<file path="config.mk">
export PLATFORM = sky130hd
export DESIGN_NAME = unified_mem_arbiter
export DESIGN_NICKNAME = d
export VERILOG_FILES = /design/src/rtl/unified_mem_arbiter.sv
export SDC_FILE = /design/constraint.sdc
export NUM_CORES = 1
export LEC_CHECK = 0
export CAP_MARGIN = 20
export CORE_AREA = 2 2 105 107
export CTS_CLUSTER_DIAMETER = 40
export CTS_CLUSTER_SIZE = 16
export DETAILED_ROUTE_END_ITERATION = 10
export DIE_AREA = 0 0 107 109
export DONT_BUFFER_PORTS = 1
export PLACE_DENSITY = 0.72
export SLEW_MARGIN = 25
export SYNTH_ARGS = -nofsm -noshare
export SYNTH_HDL_FRONTEND = slang
export SYNTH_SLANG_ARGS = --single-unit
</file>
<file path="constraint.sdc">
create_clock -name clk -period 2.02 [get_ports clk]
set_input_delay 0.404 -clock clk [delete_from_list [all_inputs] [get_ports clk]]
set_output_delay 0.404 -clock clk [all_outputs]
set_load 0.02 [all_outputs]
</file>
<file path="src/rtl/unified_mem_arbiter.sv">
// unified_mem_arbiter: shares one single-ported memory between instruction fetch and data access
module unified_mem_arbiter #(
  parameter int MAX_DATA_STREAK = 4,
  parameter int TIMEOUT         = 16
) (
  input  logic        clk,
  input  logic        reset,
  input  logic        InstrReqF,
  input  logic [31:0] PCF,
  input  logic        FlushF,
  output logic        InstrRdyF,
  output logic [31:0] InstrF,
  input  logic        DataReqM,
  input  logic        DataWeM,
  input  logic [31:0] ALUOutM,
  input  logic [31:0] WriteDataM,
  output logic        DataRdyM,
  output logic [31:0] ReadDataM,
  output logic        StallF,
  output logic        StallM,
  output logic        MemReq,
  output logic        MemWe,
  output logic [31:0] MemAddr,
  output logic [31:0] MemWData,
  input  logic [31:0] MemRData,
  input  logic        MemReady,
  output logic        MemErr
);
  localparam int SW = $clog2(MAX_DATA_STREAK + 1);
  localparam int TW = (TIMEOUT > 1) ? $clog2(TIMEOUT) : 1;
  localparam logic [SW-1:0] STREAK_MAX = SW'(MAX_DATA_STREAK);
  localparam logic [TW-1:0] TO_LAST = TW'((TIMEOUT > 0) ? TIMEOUT - 1 : 0);
  localparam logic TO_EN = (TIMEOUT > 0);

  typedef enum logic [1:0] {IDLE, FETCH_BUSY, DATA_BUSY} state_t;

  state_t         r_state;
  logic [SW-1:0]  r_streak;
  logic [TW-1:0]  r_to;
  logic           r_drop;
  logic           w_f_pend;
  logic           w_d_pend;
  logic           w_streak_max;
  logic           w_issue_f;
  logic           w_issue_d;
  logic           w_timeout;
  logic           w_done;
  logic           w_drop;
  logic [31:0]    w_rdata;

  // a requester whose Rdy is pulsing this cycle is still holding the request it just had served
  assign w_f_pend     = InstrReqF & ~InstrRdyF & ~FlushF;
  assign w_d_pend     = DataReqM & ~DataRdyM;
  assign w_streak_max = (r_streak == STREAK_MAX);
  assign w_issue_f    = w_f_pend & (~w_d_pend | w_streak_max);
  assign w_issue_d    = w_d_pend & ~w_issue_f;
  assign w_timeout    = TO_EN & (r_to == TO_LAST) & ~MemReady;
  assign w_done       = MemReady | w_timeout;
  assign w_rdata      = MemReady ? MemRData : 32'h0;
  assign w_drop       = r_drop | FlushF;

  assign StallF = InstrReqF & ~InstrRdyF;
  assign StallM = DataReqM & ~DataRdyM;
  assign MemReq = (r_state != IDLE);

  // arbitration, access sequencing, completion capture and timeout abort
  always_ff @(posedge clk or negedge reset) begin
    if (!reset) begin
      r_state   <= IDLE;
      r_streak  <= '0;
      r_to      <= '0;
      r_drop    <= 1'b0;
      MemWe     <= 1'b0;
      MemAddr   <= 32'h0;
      MemWData  <= 32'h0;
      InstrF    <= 32'h0;
      ReadDataM <= 32'h0;
      InstrRdyF <= 1'b0;
      DataRdyM  <= 1'b0;
      MemErr    <= 1'b0;
    end else begin
      InstrRdyF <= 1'b0;
      DataRdyM  <= 1'b0;
      case (r_state)
        IDLE: begin
          if (!InstrReqF || w_issue_f) r_streak <= '0;
          else if (w_issue_d && !w_streak_max) r_streak <= r_streak + SW'(1);
          if (w_issue_f || w_issue_d) begin
            MemAddr  <= w_issue_f ? PCF : ALUOutM;
            MemWe    <= w_issue_d & DataWeM;
            MemWData <= WriteDataM;
            r_to     <= '0;
            r_state  <= w_issue_f ? FETCH_BUSY : DATA_BUSY;
          end
        end
        FETCH_BUSY: begin
          if (w_done) begin
            r_state <= IDLE;
            r_drop  <= 1'b0;
            MemWe   <= 1'b0;
            MemErr  <= MemErr | ~MemReady;
            if (!w_drop) begin
              InstrF    <= w_rdata;
              InstrRdyF <= 1'b1;
            end
          end else begin
            r_to   <= r_to + TW'(1);
            r_drop <= w_drop;
          end
        end
        DATA_BUSY: begin
          if (w_done) begin
            r_state   <= IDLE;
            MemWe     <= 1'b0;
            MemErr    <= MemErr | ~MemReady;
            ReadDataM <= w_rdata;
            DataRdyM  <= 1'b1;
          end else begin
            r_to <= r_to + TW'(1);
          end
        end
        default: r_state <= IDLE;
      endcase
    end
  end
endmodule

</file>
### Yosys cells after proc, flatten, opt, wreduce, memory -nomap -nowiden

Cells that the tools add are included.

* bits in registers: 142
* bits in latches: 0
* RAM bits: 0
* memory bits (read-only): 0
* bits of input ports: 135
* output and inout port bits: 135
* logic and storage cells: 77
* memories: 0

* $add $sub $neg: 2
* multipliers: 0
* div/mod/pow operators: 0
* magnitude comparators: 0
* eq/ne operators: 7
* shift-type cells: 0
* muxes and demuxes: 20
* bitwise gates (word level): 18
* reduce and logical (&&, ||, !) cells: 18

Operator list (number)
* 2-to-1 mux 32 bit: 2
* AND reduction 2 bit: 5
* AND reduction 3 bit: 3
* 2-to-1 mux 1 bit: 8
* 2-to-1 mux 4 bit: 2
* case mux 4 bit (2 select lines): 1
* bitwise AND 1 bit: 7
* NOT 1 bit: 7
* 2-to-1 mux 2 bit: 3
* 2-to-1 mux 3 bit: 2
* nonzero test 2 bit: 3
* adder 4 x 1 -> 4 bit (second input constant): 1
* equality test 4 bit (second input constant): 1
* inequality test 2 bit (second input constant): 2
* bitwise OR 1 bit: 4
* case mux 2 bit (2 select lines): 1
* adder 3 x 1 -> 3 bit (second input constant): 1
* equality test 3 bit (second input constant): 1
* equality test 2 x 1 -> 1 bit (second input constant): 1
* equality test 2 bit (second input constant): 1
* logical NOT 1 bit: 2
* logical NOT 2 bit: 1
* logical OR 1 bit: 2
* inequality test 2 x 1 -> 1 bit (second input constant): 1
* other kinds (3): 3

### Depth between registers and ports, before layout

Gate-level depths: netlist of run 1.

* depth in word-level cells: 10
* depth in mapped cells: 9
* gate-level depth less buffers: 6

### Worst setup path after synthesis of run 1

Ideal clock, no wire load.

* path kind: register -> register
* from: register r_state[0]
* to: register MemWData[10]
* library setup time: 125 ps
* data arrival time: 1802 ps
* required time: 1895 ps
* slack: 93 ps
* cell stages (with the launch flop): 9
* buffers on the path: 3
* period minus slack after synthesis: 1927 ps
* path through: dfrtp_1 inv_1 ha_1 clkbuf_1 inv_1 a21o_1 buf_6 buf_6 mux2_4

* longest elaborated chain between the ends: 2

Ends and longest elaborated chain
* start, declared: line 37 `state_t r_state;`
* start signal, assigned: line 93 `r_state <= w_issue_f ? FETCH_BUSY : DATA_BUSY;`
* logical NOT 2 bit: line 84 `case (r_state)`
* AND reduction 2 bit (no source line)
* end signal, assigned: line 91 `MemWData <= WriteDataM;`
* end, declared: line 24 `output logic [31:0] MemWData,`

Every way passes these cells.
A chain may end at the register's enable or synchronous reset.

### Worst setup path in the final report of run 1

* from: register DataRdyM
* to: output StallM

* longest elaborated chain between the ends: 2

Ends and longest elaborated chain
* start, declared: line 17 `output logic DataRdyM,`
* start signal, assigned: line 79 `DataRdyM <= 1'b0;`
* start signal, assigned: line 83 `DataRdyM <= 1'b0;`
* start signal, assigned: line 117 `DataRdyM <= 1'b1;`
* NOT 1 bit: line 63 `assign StallM = DataReqM & ~DataRdyM;`
* bitwise AND 1 bit: line 63
* end, declared: line 20 `output logic StallM,`

Every way passes these cells.

==> flow_summary_export.csv, run 1 <==
group,metric,value,unit
logic_synthesis,ys.warnings.count,0,
floorplan,initial_utilization,54.9,%
layout,post_route_cells_drive_above_1_share,18.0,%
power,fin_total_pwr,0.0127,W
floorplan,design.portCount,270,
grt,grt_remaining_overflow,0,
routing,drtIter0Drc,274,
critical_path,timing.critical_path.cells,"nand2b_2, inv_2, buf_4",
timing,rsz0062_at_grt,"false",
place,numPlacedInstances,560,
critical_path,crit_fanout,7,
clock_tree,hold_buf_count_cts,10,
layout,finalNonFillerCells,602,
critical_path,critPathArrivalTime,1.52,ns
clock_tree,path_clk_slew,0.06,ns
run_status,status,"complete, but fails checks",
routing,postRouteAntennaNets,0,
grt,first_global_vias,4198,
logic_synthesis,synth-seq-area-share,61.0,%
critical_path,max_stage_delay_on_crit_path,0.45,ns
critical_path,worst_setup_path_start_kind,"flop",
routing,dr.pass1.iters,5,
power,power.share.switching,40.2,%
run,cap_viol_max_count,0,
power,clock_power_share,24.3,%
clock_tree,cts_tree,"done",
critical_path,worst-setup-path-type,"reg -> out",
routing,route.vias.total,3867,
routing,wl_per_cell,24.2,µm
logic_synthesis,syn-cell-area,0.00582,mm²
run_status,failing_checks,"hold timing",
timing,maxSlewViolCount,0,
worst_hold_path,min_path_type,"in -> async",
logic_synthesis,syn_area_per_cell,13.2,µm²
timing,worst_case_clock_skew,0.0163,ns
layout,areaGrowthSynthToFinish,14.7,%
power,p_per_area,1910,mW/mm²
timing,hold_viol,142,
grt,grt_use_total,24.5,%
power,static-leakage-power,3.08,nW
timing,totalNegativeSetupSlack,0,ns
timing,setup_violations,0,
floorplan,floorplan.die.width,107,µm
power,internal_power,0.00762,W
critical_path,crit_path_end_kind,"primary output",
grt,initial_antenna_violation_count,0,
timing,finalCritPeriodShare,95.3,%
layout,antenna_cells,0,
routing,drt-vias-per-instance,6.42,
clock_tree,ctsHtreeMaxLevel,4,
clock_tree,clock-sinks,142,
place,place.detailed.hpwl,9830,µm
logic_synthesis,postSynthRegisterBits,142,
floorplan,core,0.0106,mm²
critical_path,worst-path-buf-inv,2,
critical_path,critical-path-slowest-cell,"sky130_fd_sc_hd__dfrtp_1",
power,power.sequential.fraction,52.7,%
power,worst_ir_drop_vdd,0.931,mV
place,placement.io_buffers,0,
logic_synthesis,syn_nets,584,
logic_synthesis,synth.area.top_cells,"sky130_fd_sc_hd__dfrtp_1 61%, sky130_fd_sc_hd__a32o_1 11%, sky130_fd_sc_hd__mux2_4 7.2%",
grt,global_route_wire_length_before_repair,21800,µm
routing,route.detailed.drc,0,
clock_tree,clock_insertion_delay_worst_skew,0.52,ns
timing,measured_slew_at_the_worst_slew_check_pin,0.403,ns
timing,finalWorstPathRequiredPeriod,1.92,ns
critical_path,cp_top_family,"flip-flops",
floorplan,placementRows,38,
clock_tree,cts_made_buffers,17,
power,total_switching_power,0.00512,W
grt,grt_start_max_net_pins,143,
critical_path,cp_data_required_time,1.62,ns
logic_synthesis,synthDistinctLibCells,34,
logic_synthesis,synth_cells,442,
clock_tree,cts_setup_buffers,0,
timing,achievable-frequency,520,MHz
layout,finalNetCount,591,
logic_synthesis,synth_top_cell_by_area,"sky130_fd_sc_hd__dfrtp_1",
clock_tree,cts.path.max_buffers,2,
routing,postRouteWirelength,14600,µm
timing,hold_slack,-0.428,ns
floorplan,die-area,0.0117,mm²
timing,timing.slew.headroom,73.2,%
logic_synthesis,synth_top_cell_area_share,61.0,%
floorplan,floorplan.die.height,109,µm
clock_tree,ctsRootBufferMaster,"sky130_fd_sc_hd__clkbuf_8",
place,routabilityCongestion,0.800,
power,power.combinational.fraction,23.1,%
-- registers in the layout (all words and copies together) (netlist names) --
register   flops
MemWData      32
MemWe          1
ReadDataM     32
r_streak       3
r_drop         1
InstrF        32
r_to           4
DataRdyM       1
MemErr         1
MemAddr       32
InstrRdyF      1
r_state        2
-- synthesized netlist by cell type --
cell                       instances
sky130_fd_sc_hd__o21ai_1          32
sky130_fd_sc_hd__a21oi_1           6
sky130_fd_sc_hd__buf_2             7
sky130_fd_sc_hd__nor3b_1           1
sky130_fd_sc_hd__nor4_1            1
sky130_fd_sc_hd__nor3_1            2
sky130_fd_sc_hd__or3b_1            1
sky130_fd_sc_hd__a32o_1           64
sky130_fd_sc_hd__nand4b_1          1
sky130_fd_sc_hd__o21ai_0           3
sky130_fd_sc_hd__nand4_1           2
sky130_fd_sc_hd__nor2b_1           1
sky130_fd_sc_hd__o22ai_1           1
sky130_fd_sc_hd__nor2_1            1
sky130_fd_sc_hd__a31o_2            2
sky130_fd_sc_hd__nand2b_1          2
sky130_fd_sc_hd__clkbuf_1         24
sky130_fd_sc_hd__a41o_1            1
sky130_fd_sc_hd__a221o_1           1
sky130_fd_sc_hd__o21bai_1          1
sky130_fd_sc_hd__mux2_4           28
sky130_fd_sc_hd__a211oi_2          1
sky130_fd_sc_hd__ha_1              7
sky130_fd_sc_hd__nand2b_4          1
sky130_fd_sc_hd__nand3_1           7
sky130_fd_sc_hd__a31oi_1           7
sky130_fd_sc_hd__a22oi_1          32
sky130_fd_sc_hd__mux2_2            4
sky130_fd_sc_hd__nand2_1           8
sky130_fd_sc_hd__inv_1            42
sky130_fd_sc_hd__a21o_1            4
sky130_fd_sc_hd__buf_6             4
sky130_fd_sc_hd__o32ai_1           1
sky130_fd_sc_hd__dfrtp_1         142
-- cells by family (layout without fill, tap and decap cells) --
logic type      count (synthesis)  in the layout  synth area share [%]
compound gates                156            156                  21.2
fa+ha+maj                       7              7                  1.50
buf+inv                        77             97                  5.63
mux                            32             32                  7.99
flops                         142            142                  61.0
simple gates                   28             28                  2.66
-- repair_timing --
item                       in CTS  in global routing
setup endpoints to repair       1                  1
hold endpoints to repair      152                142
resized for setup               1                  1
-- layer usage --
metal | share of wire (%) | wire length, µm | up-vias | track usage [%]
li1 | - | - | 1686 | -
met1 | 36 | 5280 | 1970 | 26.6
met2 | 51 | 7410 | 192 | 40.9
met3 | 11 | 1550 | 19 | 11.5
met4 | 2.4 | 343 | 0 | 11.7
met5 | 0 | 0 | - | 0
-- stage by stage --
step	hold WS (ns)	instance area, µm²	setup WS (ns)	util, %
CTS	-0.450	6680	0.0101	63.0
global placement	0.112	5990	0.244	56.5
global route	-0.462	6680	0.0268	63.0
detailed placement	0.112	5990	0.189	56.5
floorplan	0.108	5820	0.0926	-
finish	-0.428	6680	0.0959	63.0
-- power by group through the flow --
stage,clock (W),combinational [W],sequential (W)
after floorplan,0,0.00244,0.00638
after global placement,0,0.00273,0.00672
after detailed placement,0,0.00290,0.00676
after CTS,0.00316,0.00295,0.00673
after global routing,0.00328,0.00321,0.00687
final,0.00309,0.00294,0.00671
-- worst paths after layout --
path                       slack, ns       start           to  depth (start not counted)
setup / recovery                 0.1    DataRdyM       StallM                          3
hold reg to reg                 0.55      r_drop       r_drop                          2
min in group clk                0.02  ALUOutM[2]   MemAddr[2]                          2
hold / removal                 -0.43       reset  r_streak[1]                          0
setup reg to reg                0.27  r_state[1]   r_state[0]                          6
max in group asynchronous       2.16       reset      r_to[2]                          0
-- cell type report --
class / count / area [µm²]
Fill cell: 801 / 3930
Sequential cell: 142 / 3550
Multi-Input combinational cell: 223 / 1960
Clock buffer: 19 / 422
Timing Repair Buffer: 23 / 248
Tap cell: 140 / 175
Clock inverter: 13 / 163
Inverter: 42 / 158
-- cell usage in the layout, fill, tap and decap left out, types with 2 or more instances in the layout --
cell / Yosys / routed
sky130_fd_sc_hd__a32o_1: 64 / 64
sky130_fd_sc_hd__inv_6: 0 / 3
sky130_fd_sc_hd__dlygate4sd3_1: 0 / 10
sky130_fd_sc_hd__clkinv_2: 0 / 3
sky130_fd_sc_hd__buf_4: 0 / 9
sky130_fd_sc_hd__dfrtp_1: 142 / 142
sky130_fd_sc_hd__mux2_2: 4 / 4
sky130_fd_sc_hd__a31oi_1: 7 / 7
sky130_fd_sc_hd__mux2_4: 28 / 28
sky130_fd_sc_hd__inv_1: 42 / 41
sky130_fd_sc_hd__o21ai_1: 32 / 32
sky130_fd_sc_hd__o21ai_0: 3 / 3
sky130_fd_sc_hd__nor3_1: 2 / 2
sky130_fd_sc_hd__ha_1: 7 / 7
sky130_fd_sc_hd__a21o_1: 4 / 3
sky130_fd_sc_hd__a31o_2: 2 / 2
sky130_fd_sc_hd__buf_12: 0 / 4
sky130_fd_sc_hd__a22oi_1: 32 / 32
sky130_fd_sc_hd__clkbuf_1: 24 / 2
sky130_fd_sc_hd__clkbuf_16: 0 / 16
sky130_fd_sc_hd__nand3_1: 7 / 7
sky130_fd_sc_hd__nand2_1: 8 / 8
sky130_fd_sc_hd__a21oi_1: 6 / 6
sky130_fd_sc_hd__clkinvlp_4: 0 / 3
sky130_fd_sc_hd__nand4_1: 2 / 2
sky130_fd_sc_hd__bufinv_16: 0 / 3
(Power assumes the default switching activity.)
==> run 2: changes to the inputs <==
CTS_CLUSTER_SIZE = 25   (was 16)
==> results of run 2 <==
Same layout as run 1: the final DEF is identical, and so are final timing and power.
